$ cat src/rtl/ad_ip_jesd204_tpl_adc_pack.sv
// ad_ip_jesd204_tpl_adc_pack
//
// Packs the enabled channels of the TPL ADC formatted sample bus into
// full-width words for the DMA/FIFO write side. Samples are ordered
// time-major (all enabled channels at t=0, then t=1, ...) and accumulated
// until a full word of TOTAL samples is available. The ADC stream never
// stalls, so there is no backpressure.
//
// Optional build macro: AD_IP_JESD204_TPL_ADC_PACK_FLUSH_EN
//   When defined, a realign event with samples buffered emits those samples
//   once as a zero-padded word flagged by packed_partial. When undefined,
//   partial words are dropped and packed_partial is tied low.
//
// Ports:
//   clk            core (link) clock
//   reset          synchronous, active-high reset
//   adc_valid      per-channel valid; bit 0 qualifies the beat
//   adc_data       channel c, time t at [(c*DATA_PATH_WIDTH+t)*SAMPLE_WIDTH +: SAMPLE_WIDTH]
//   adc_enable     channel enable mask, quasi-static
//   adc_sync       one-cycle realign pulse
//   packed_valid   one-cycle strobe, packed word available
//   packed_data    packed word; sample k at [k*SAMPLE_WIDTH +: SAMPLE_WIDTH]
//   packed_sync    marks the first word after reset or realign
//   packed_partial marks a zero-padded flush word (flush build only)

module ad_ip_jesd204_tpl_adc_pack #(
  parameter int NUM_CHANNELS    = 4,
  parameter int DATA_PATH_WIDTH = 2,
  parameter int SAMPLE_WIDTH    = 16
) (
  input  logic                                                  clk,
  input  logic                                                  reset,
  input  logic [NUM_CHANNELS-1:0]                               adc_valid,
  input  logic [NUM_CHANNELS*DATA_PATH_WIDTH*SAMPLE_WIDTH-1:0]  adc_data,
  input  logic [NUM_CHANNELS-1:0]                               adc_enable,
  input  logic                                                  adc_sync,
  output logic                                                  packed_valid,
  output logic [NUM_CHANNELS*DATA_PATH_WIDTH*SAMPLE_WIDTH-1:0]  packed_data,
  output logic                                                  packed_sync,
  output logic                                                  packed_partial
);

  localparam int TOTAL      = NUM_CHANNELS * DATA_PATH_WIDTH;
  localparam int DATA_WIDTH = TOTAL * SAMPLE_WIDTH;
  localparam int FILL_W     = $clog2(2 * TOTAL);
  localparam int CH_W       = $clog2(NUM_CHANNELS + 1);

  function automatic logic [CH_W-1:0] popcount(input logic [NUM_CHANNELS-1:0] m);
    logic [CH_W-1:0] cnt;
    cnt = '0;
    for (int i = 0; i < NUM_CHANNELS; i++) begin
      cnt = cnt + CH_W'(m[i]);
    end
    return cnt;
  endfunction

  // Gathers enabled channels time-major into the low slots; unused slots are zero.
  function automatic logic [DATA_WIDTH-1:0] compact(input logic [DATA_WIDTH-1:0]   d,
                                                    input logic [NUM_CHANNELS-1:0] m);
    logic [DATA_WIDTH-1:0]          r;
    logic signed [SAMPLE_WIDTH-1:0] smp;
    int                             k;
    r = '0;
    k = 0;
    for (int t = 0; t < DATA_PATH_WIDTH; t++) begin
      for (int c = 0; c < NUM_CHANNELS; c++) begin
        if (m[c]) begin
          smp = d[(c*DATA_PATH_WIDTH+t)*SAMPLE_WIDTH +: SAMPLE_WIDTH];
          r[k*SAMPLE_WIDTH +: SAMPLE_WIDTH] = smp;
          k++;
        end
      end
    end
    return r;
  endfunction

  // All valid bits are equal; only bit 0 carries meaning.
  logic unused_valid_bits;
  assign unused_valid_bits = ^adc_valid[NUM_CHANNELS-1:1];

  logic [NUM_CHANNELS-1:0] enable_q;
  logic                    realign;
  logic [CH_W-1:0]         ch_cnt;
  logic [FILL_W-1:0]       n_in;

  assign realign = adc_sync | (adc_enable != enable_q);
  assign ch_cnt  = popcount(adc_enable);
  assign n_in    = FILL_W'(ch_cnt) * FILL_W'(DATA_PATH_WIDTH);

  // ---- stage 1: compaction ----
  logic                  vld_p1;
  logic [DATA_WIDTH-1:0] data_p1;
  logic [FILL_W-1:0]     cnt_p1;

  always_ff @(posedge clk) begin
    // Tracked through reset so the first cycle after release is not a realign.
    enable_q <= adc_enable;
    data_p1  <= compact(adc_data, adc_enable);
    cnt_p1   <= n_in;
    if (reset) begin
      vld_p1 <= 1'b0;
    end else begin
      vld_p1 <= adc_valid[0] & (ch_cnt != '0) & ~realign;
    end
  end

  // ---- stage 2: accumulate and emit ----
  logic [2*DATA_WIDTH-1:0] buf_p2;
  logic [FILL_W-1:0]       fill_p2;
  logic                    first_p2;
  logic [FILL_W-1:0]       fill_sum;
  logic                    word_done;
  logic [2*DATA_WIDTH-1:0] merged;

  assign fill_sum  = fill_p2 + cnt_p1;
  assign word_done = vld_p1 & (fill_sum >= FILL_W'(TOTAL));
  // Slots at and above fill are always zero, so OR-ing appends the new samples.
  assign merged    = buf_p2 | ({{DATA_WIDTH{1'b0}}, data_p1} << (fill_p2 * SAMPLE_WIDTH));

  always_ff @(posedge clk) begin
    if (reset) begin
      packed_valid <= 1'b0;
      packed_data  <= '0;
      packed_sync  <= 1'b0;
      fill_p2      <= '0;
      first_p2     <= 1'b1;
      // The buffer must be cleared too: the append relies on zeros above fill.
      buf_p2       <= '0;
    end else if (realign) begin
      packed_valid <= 1'b0;
      packed_sync  <= 1'b0;
`ifdef AD_IP_JESD204_TPL_ADC_PACK_FLUSH_EN
      if (fill_p2 != '0) begin
        packed_valid <= 1'b1;
        packed_data  <= buf_p2[DATA_WIDTH-1:0];
      end
`endif
      fill_p2  <= '0;
      buf_p2   <= '0;
      first_p2 <= 1'b1;
    end else begin
      packed_valid <= word_done;
      packed_sync  <= word_done & first_p2;
      if (vld_p1) begin
        if (word_done) begin
          packed_data <= merged[DATA_WIDTH-1:0];
          buf_p2      <= merged >> DATA_WIDTH;
          fill_p2     <= fill_sum - FILL_W'(TOTAL);
          first_p2    <= 1'b0;
        end else begin
          buf_p2  <= merged;
          fill_p2 <= fill_sum;
        end
      end
    end
  end

`ifdef AD_IP_JESD204_TPL_ADC_PACK_FLUSH_EN
  logic partial_p2;

  always_ff @(posedge clk) begin
    if (reset) begin
      partial_p2 <= 1'b0;
    end else begin
      partial_p2 <= realign & (fill_p2 != '0);
    end
  end

  assign packed_partial = partial_p2;
`else
  assign packed_partial = 1'b0;
`endif

endmodule

$ cat config.mk
export PLATFORM = sky130hd
export DESIGN_NAME = ad_ip_jesd204_tpl_adc_pack
export DESIGN_NICKNAME = d
export VERILOG_FILES = /design/src/rtl/ad_ip_jesd204_tpl_adc_pack.sv
export SDC_FILE = /design/constraint.sdc
export NUM_CORES = 1
export LEC_CHECK = 0
export CAP_MARGIN = 20
export CORE_AREA = 2 2 245 247
export CTS_BUF_LIST = sky130_fd_sc_hd__clkbuf_4 sky130_fd_sc_hd__clkbuf_8
export DETAILED_ROUTE_END_ITERATION = 16
export DIE_AREA = 0 0 247 249
export PLACE_DENSITY = 0.83
export RECOVER_POWER = 100
export SKIP_CTS_REPAIR_TIMING = 1
export SYNTH_ARGS = -nofsm -noshare
export SYNTH_HDL_FRONTEND = slang
export SYNTH_SLANG_ARGS = --single-unit
$ cat constraint.sdc
create_clock -name clk -period 12.3 [get_ports clk]
set_clock_uncertainty 0.15 [all_clocks]
set_input_delay 2.46 -clock clk [delete_from_list [all_inputs] [get_ports clk]]
set_output_delay 2.46 -clock clk [all_outputs]
set_load 0.02 [all_outputs]
---- Yosys cells after proc, flatten, opt, wreduce, memory -nomap -nowiden ----
Index checks and enable logic that the tools add are counted.
W data, S select, Z words.
storage, ports and cells
  bits in registers ....................... 527
  logic and storage cells ................. 80
  output and inout bits ................... 131
  input port bits ......................... 139
operators by class
  mux-type cells .......................... 24
  shifts and indexed selects .............. 15
  equal/unequal tests ..................... 1
  magnitude comparators ................... 1
  reduce and logical (&&, ||, !) cells .... 4
  $add $sub $neg .......................... 18
  bitwise gates (word level) .............. 7
operators with widths
  cell                         number
  $bwmux W128                  7
  $mux W128                    7
  $shift A16 B33 Y128 const A  7
  $shiftx A16 B33 Y128         7
  $mux W256                    1
  $or A256 B256 Y256           1
  $shl A128 B8 Y256            1
  $neg A32 Y33                 7
  $mux W28                     6
  $add A28 B2 Y28 const B      5
  $mux W16                     1
  $add A4 B4 Y4                1
  $and A1 B1 Y1                4
  $ge A4 B4 Y1 const B         1
  $mux W4                      1
  $ne A4 B4 Y1                 1
  $sub A4 B4 Y4 const B        1
  $add A2 B1 Y3                1
  $add A3 B1 Y3                1
  $reduce_and A3 Y1            1
  $reduce_bool A3 Y1           1
  $add A1 B1 Y2                1
  $add A1 B1 Y2 const B        1
  $reduce_and A2 Y1            1
  4 further kinds              4

---- Longest topological paths before layout ----
  depth after elaboration ................. 17
  depth in mapped cells ................... 30
  depth with buffers taken out ............ 25

---- Least setup slack after synthesis ----
Ideal clock, no wire load.
  path type ............................... in2reg
  from .................................... input port adc_enable[0]
  to ...................................... register data_p1[27]
  library setup time ...................... 0.123 ns
  slack ................................... 3.664 ns
  stages on the path ...................... 28
  path buffers ............................ 7
  arrival ................................. 8.363 ns
  data required time ...................... 12.027 ns
  cell sequence ........................... fa_1 buf_2 xnor2_4 inv_1 clkbuf_1 clkbuf_1 ha_1 buf_1 nand2_1 o21ai_0 ha_1 o22ai_1 a21oi_2 ha_1 clkbuf_1 nand2_1 o21a_1 ha_1 o221ai_1 a211oi_1 ha_1 nor2b_1 nand2_1 a211oi_2 and4_1 buf_4 buf_4 mux2_1
on the way
  cells in the longest elaborated chain, start to end .. 17
  elaborated cells between the ends (all ways) .. 48
  classes of those cells .................. 13 x add/sub; 14 x shift; 21 x mux
RTL lines
  element                                               RTL line  text
  start: declaration                                    35        input logic [NUM_CHANNELS-1:0] adc_enable,
  $mux W1                                               67        if (m[c]) begin
  $add A1 B1 Y2 / $neg A32 Y33 (equally long branches)  70, 69
  $mux W28 (tied with other cells)                      67
  $add A28 B2 Y28 (tied with other cells)               70        k++;
  $mux W28 (tied with other cells)                      67
  $add A28 B2 Y28 (tied with other cells)               70
  $mux W28 (tied with other cells)                      67
  $add A28 B2 Y28 (tied with other cells)               70
  $mux W28 (tied with other cells)                      67
  $add A28 B2 Y28 (tied with other cells)               70
  $mux W28 (tied with other cells)                      67
  $add A28 B2 Y28 (tied with other cells)               70
  $mux W28 (tied with other cells)                      67
  $neg A32 Y33 / $bwmux W128 (equally long branches)    69        r[k*SAMPLE_WIDTH +: SAMPLE_WIDTH] = smp;
  $shiftx A16 B33 Y128 (tied with other cells)          69
  $bwmux W128                                           69
  $mux W128 *                                           67
  end signal: assignment                                98        data_p1 <= compact(adc_data, adc_enable);
  end: declaration                                      92        logic [DATA_WIDTH-1:0] data_p1;
Mark *: on every way between the ends. The rest lies on a longest branch, timed or not.
A chain may end at the register's enable or synchronous reset.

---- Worst setup path in the final report ----
  from .................................... input port adc_enable[0]
  to ...................................... register data_p1[20]
Same word-level chain as after synthesis.

==> impl_metrics.yaml <==
sta:
  worst_slew_pin_slew_ns: 4.19
  final.setup.tns_ns: 0
  hold_viol: 0
  final.period_utilization_pct: 88.5
  hold_ws_ns: 0.290
  finalCriticalPeriod_ns: 10.88
  rsz0062_at_grt: "false"
  maxSlewHeadroom_pct: -179
  setup_violations: 0
  final_max_slew_viol_count: 537
  fmax_mhz: 91.9
floorplanning:
  die_w_um: 247
  dieHeight_um: 249
  coreArea_sq_um: 58700
  initial_core_util_pct: 49.9
  ios: 270
  die_area_sq_um: 61500
  rows: 89
synth:
  netlist.top_cell.by_area: "dfxtp_1"
  synth_edf_count: 0
  syn_inst: 3511
  synth_most_common_cell: "dfxtp_1"
  ys.flop_type: "dfxtp_1"
  synth_seq_cells: 526
  synth_top_area_share_pct: 36.0
  synth_common_cells: "dfxtp_1, nor2_1, a21oi_1, nand2_1, clkbuf_1"
  ys_top_cells_by_area: "dfxtp_1, mux2i_1, mux2_2"
  syn_area_sq_um: 29300
  ys_seq_area_share_pct: 36.0
  yosysWarningCount: 0
  synthDistinctLibCells: 86
  syn_avg_cell_area_sq_um: 8.34
  async_flop_share_pct: 0
clocking:
  cts_buffers: 86
  clk_latency_ns: 0.71
  cts-root-buf: "clkbuf_8"
  cts_buffer_depth: 3
  htree_levels: 3
  clkTransAtPathRegs_ns: 0.07
  cts_tree: "done"
  cts_sinks: 526
flow_run:
  maxCapViolCount: 7
worst_setup_path:
  path_max_fanout: 21
  crit_path_end_kind: "register"
  critPathKind: "input port to register"
  arrival_ns: 11.32
  start_kind: "input port"
  required_ns: 12.74
drt:
  drc: 0
  wire_per_inst_um: 24.7
  via_per_inst: 6.58
  first_pass_iters: 6
  vias: 29000
  drt_iter0_markers: 3707
  drt_wl_total_mm: 109
  antenna_left: 0
pwr:
  vdd_drop_max_uv: 77.1
  power_density_nw_per_um2: 143
  leakagePower_nw: 11.9
global_routing:
  overflow: 0
  grt_pass1_wl_mm: 163
  grt_pass1_vias: 26800
  grt.total_usage_pct: 34.2
  grt_max_degree: 237
  antenna_found_initial: 1
layout:
  syn2layout_area_growth_pct: 16.0
  seq_area_sq_um: 10500
  fillers: 5031
  multi_input_comb_area_sq_um: 17400
  drive_gt1_share_pct: 13.1
  fin_nets: 3733
place:
  dpl.hpwl_mm: 76.8
  io_buffers: 265
  gp_congestion: 1.10
outcome:
  outcome: "finished with violations"
  failed_checks: "capacitance limit, slew limit"
worst_hold_path:
  hold_class: "register to register"
[registers in the layout, summed over array words and instances, names as in the netlist]
register and count:
buf_p2 256, data_p1 128, packed_data 128, enable_q 4, cnt_p1 3, fill_p2 3
first_p2 1, packed_sync 1, packed_valid 1, vld_p1 1
[layout by cell type, fill, tap and decap left out, types with 112 or more instances in the layout]
cell type,synthesis,final
o21ai_0,112,112
mux2_2,201,199
a211oi_1,216,215
mux2i_1,232,232
nor2_1,411,408
clkdlybuf4s50_1,0,130
nand2_1,302,301
a21oi_1,326,326
a221oi_1,123,123
dfxtp_1,526,522
nor3_1,165,163
dlygate4sd3_1,0,134
[area by class of cell]
class                      instances  share of cell area [%]
sequential                       526                    31.0
tap                              773                    2.85
timing repair buffer             330                    9.22
clock inverter                    28                   0.950
inverter                          22                   0.254
multi-input combinational       2605                    51.1
clock buffer                     123                    4.58
antenna                            3                  0.0221
[worst paths after layout]
| path | from | to | slack [ns] | cells past startpoint |
|---|---|---|---|---|
| max | adc_enable[0] | data_p1[20]$_DFF_P_ | 1.42 | 28 |
| min | first_p2$_SDFFE_PP1P_ | packed_sync$_SDFF_PP0_ | 0.29 | 1 |
| max reg2reg | fill_p2[1]$_SDFFE_PP0P_ | buf_p2[21]$_SDFFE_PP0P_ | 3.57 | 10 |
| min reg2reg | first_p2$_SDFFE_PP1P_ | packed_sync$_SDFF_PP0_ | 0.29 | 1 |
[worst max-delay path: stages]
cell	delay, ns
dlygate4sd3_1	0.55
clkbuf_1	0.83
inv_1	0.36
ha_1	0.41
nand2b_1	0.21
nand2_1	0.17
ha_1	0.31
nand2b_1	0.17
o31a_2	0.19
ha_1	0.53
nand2_1	0.14
o21ai_0	0.13
ha_1	0.46
o22ai_1	0.12
a21oi_2	0.34
ha_1	0.44
nand2_1	0.29
o21a_1	0.25
ha_1	0.24
o221ai_1	0.15
a211oi_1	0.17
ha_1	0.35
nor2b_1	0.18
nand2_1	0.12
a211oi_2	0.47
and4_1	0.57
buf_4	0.32
mux2_2	0.36
[cells by family after synthesis]
| family | synth area share [%] |
|---|---|
| other | 0.0256 |
| buffers and inverters | 5.36 |
| muxes | 16.0 |
| xor gates and xnor gates | 1.02 |
| DFF | 36.0 |
| adders and majority gates | 1.06 |
| and+or+nand+nor | 16.0 |
| AOI/OAI and AO/OA | 24.6 |
[stage by stage]
stage | util, % | std cells | instance area, sq um | power [mW] | worst slack [ns]
detailed placement | 54.7 | 4253 | 32100 | 3.15 | 1.63
global route | 57.9 | 4408 | 34000 | 5.00 | 1.06
CTS | 57.9 | 4404 | 34000 | 4.81 | 2.36
floorplan | - | 3512 | 29300 | 2.69 | 3.66
global placement | 54.7 | 4252 | 32100 | 3.14 | 1.75
finish | 57.9 | 4410 | 34000 | 4.86 | 1.42
[report_power, final]
group          switching, mW  internal (mW)  leakage, nW  total, mW
clock                  0.743          0.930        0.993       1.67
combinational          0.837          0.438         6.63       1.27
sequential             0.119           1.80         4.26       1.92
total                   1.70           3.17         11.9       4.86
[routing by layer]
layer / track usage (%) / vias to the layer above / wire [um]
li1: - / 13200 / -
met1: 44.1 / 13600 / 42200
met2: 52.5 / 1893 / 47100
met3: 7.79 / 392 / 12400
met4: 18.9 / 0 / 7110
met5: 0 / - / 0
Power figures use the tool's default switching activity.
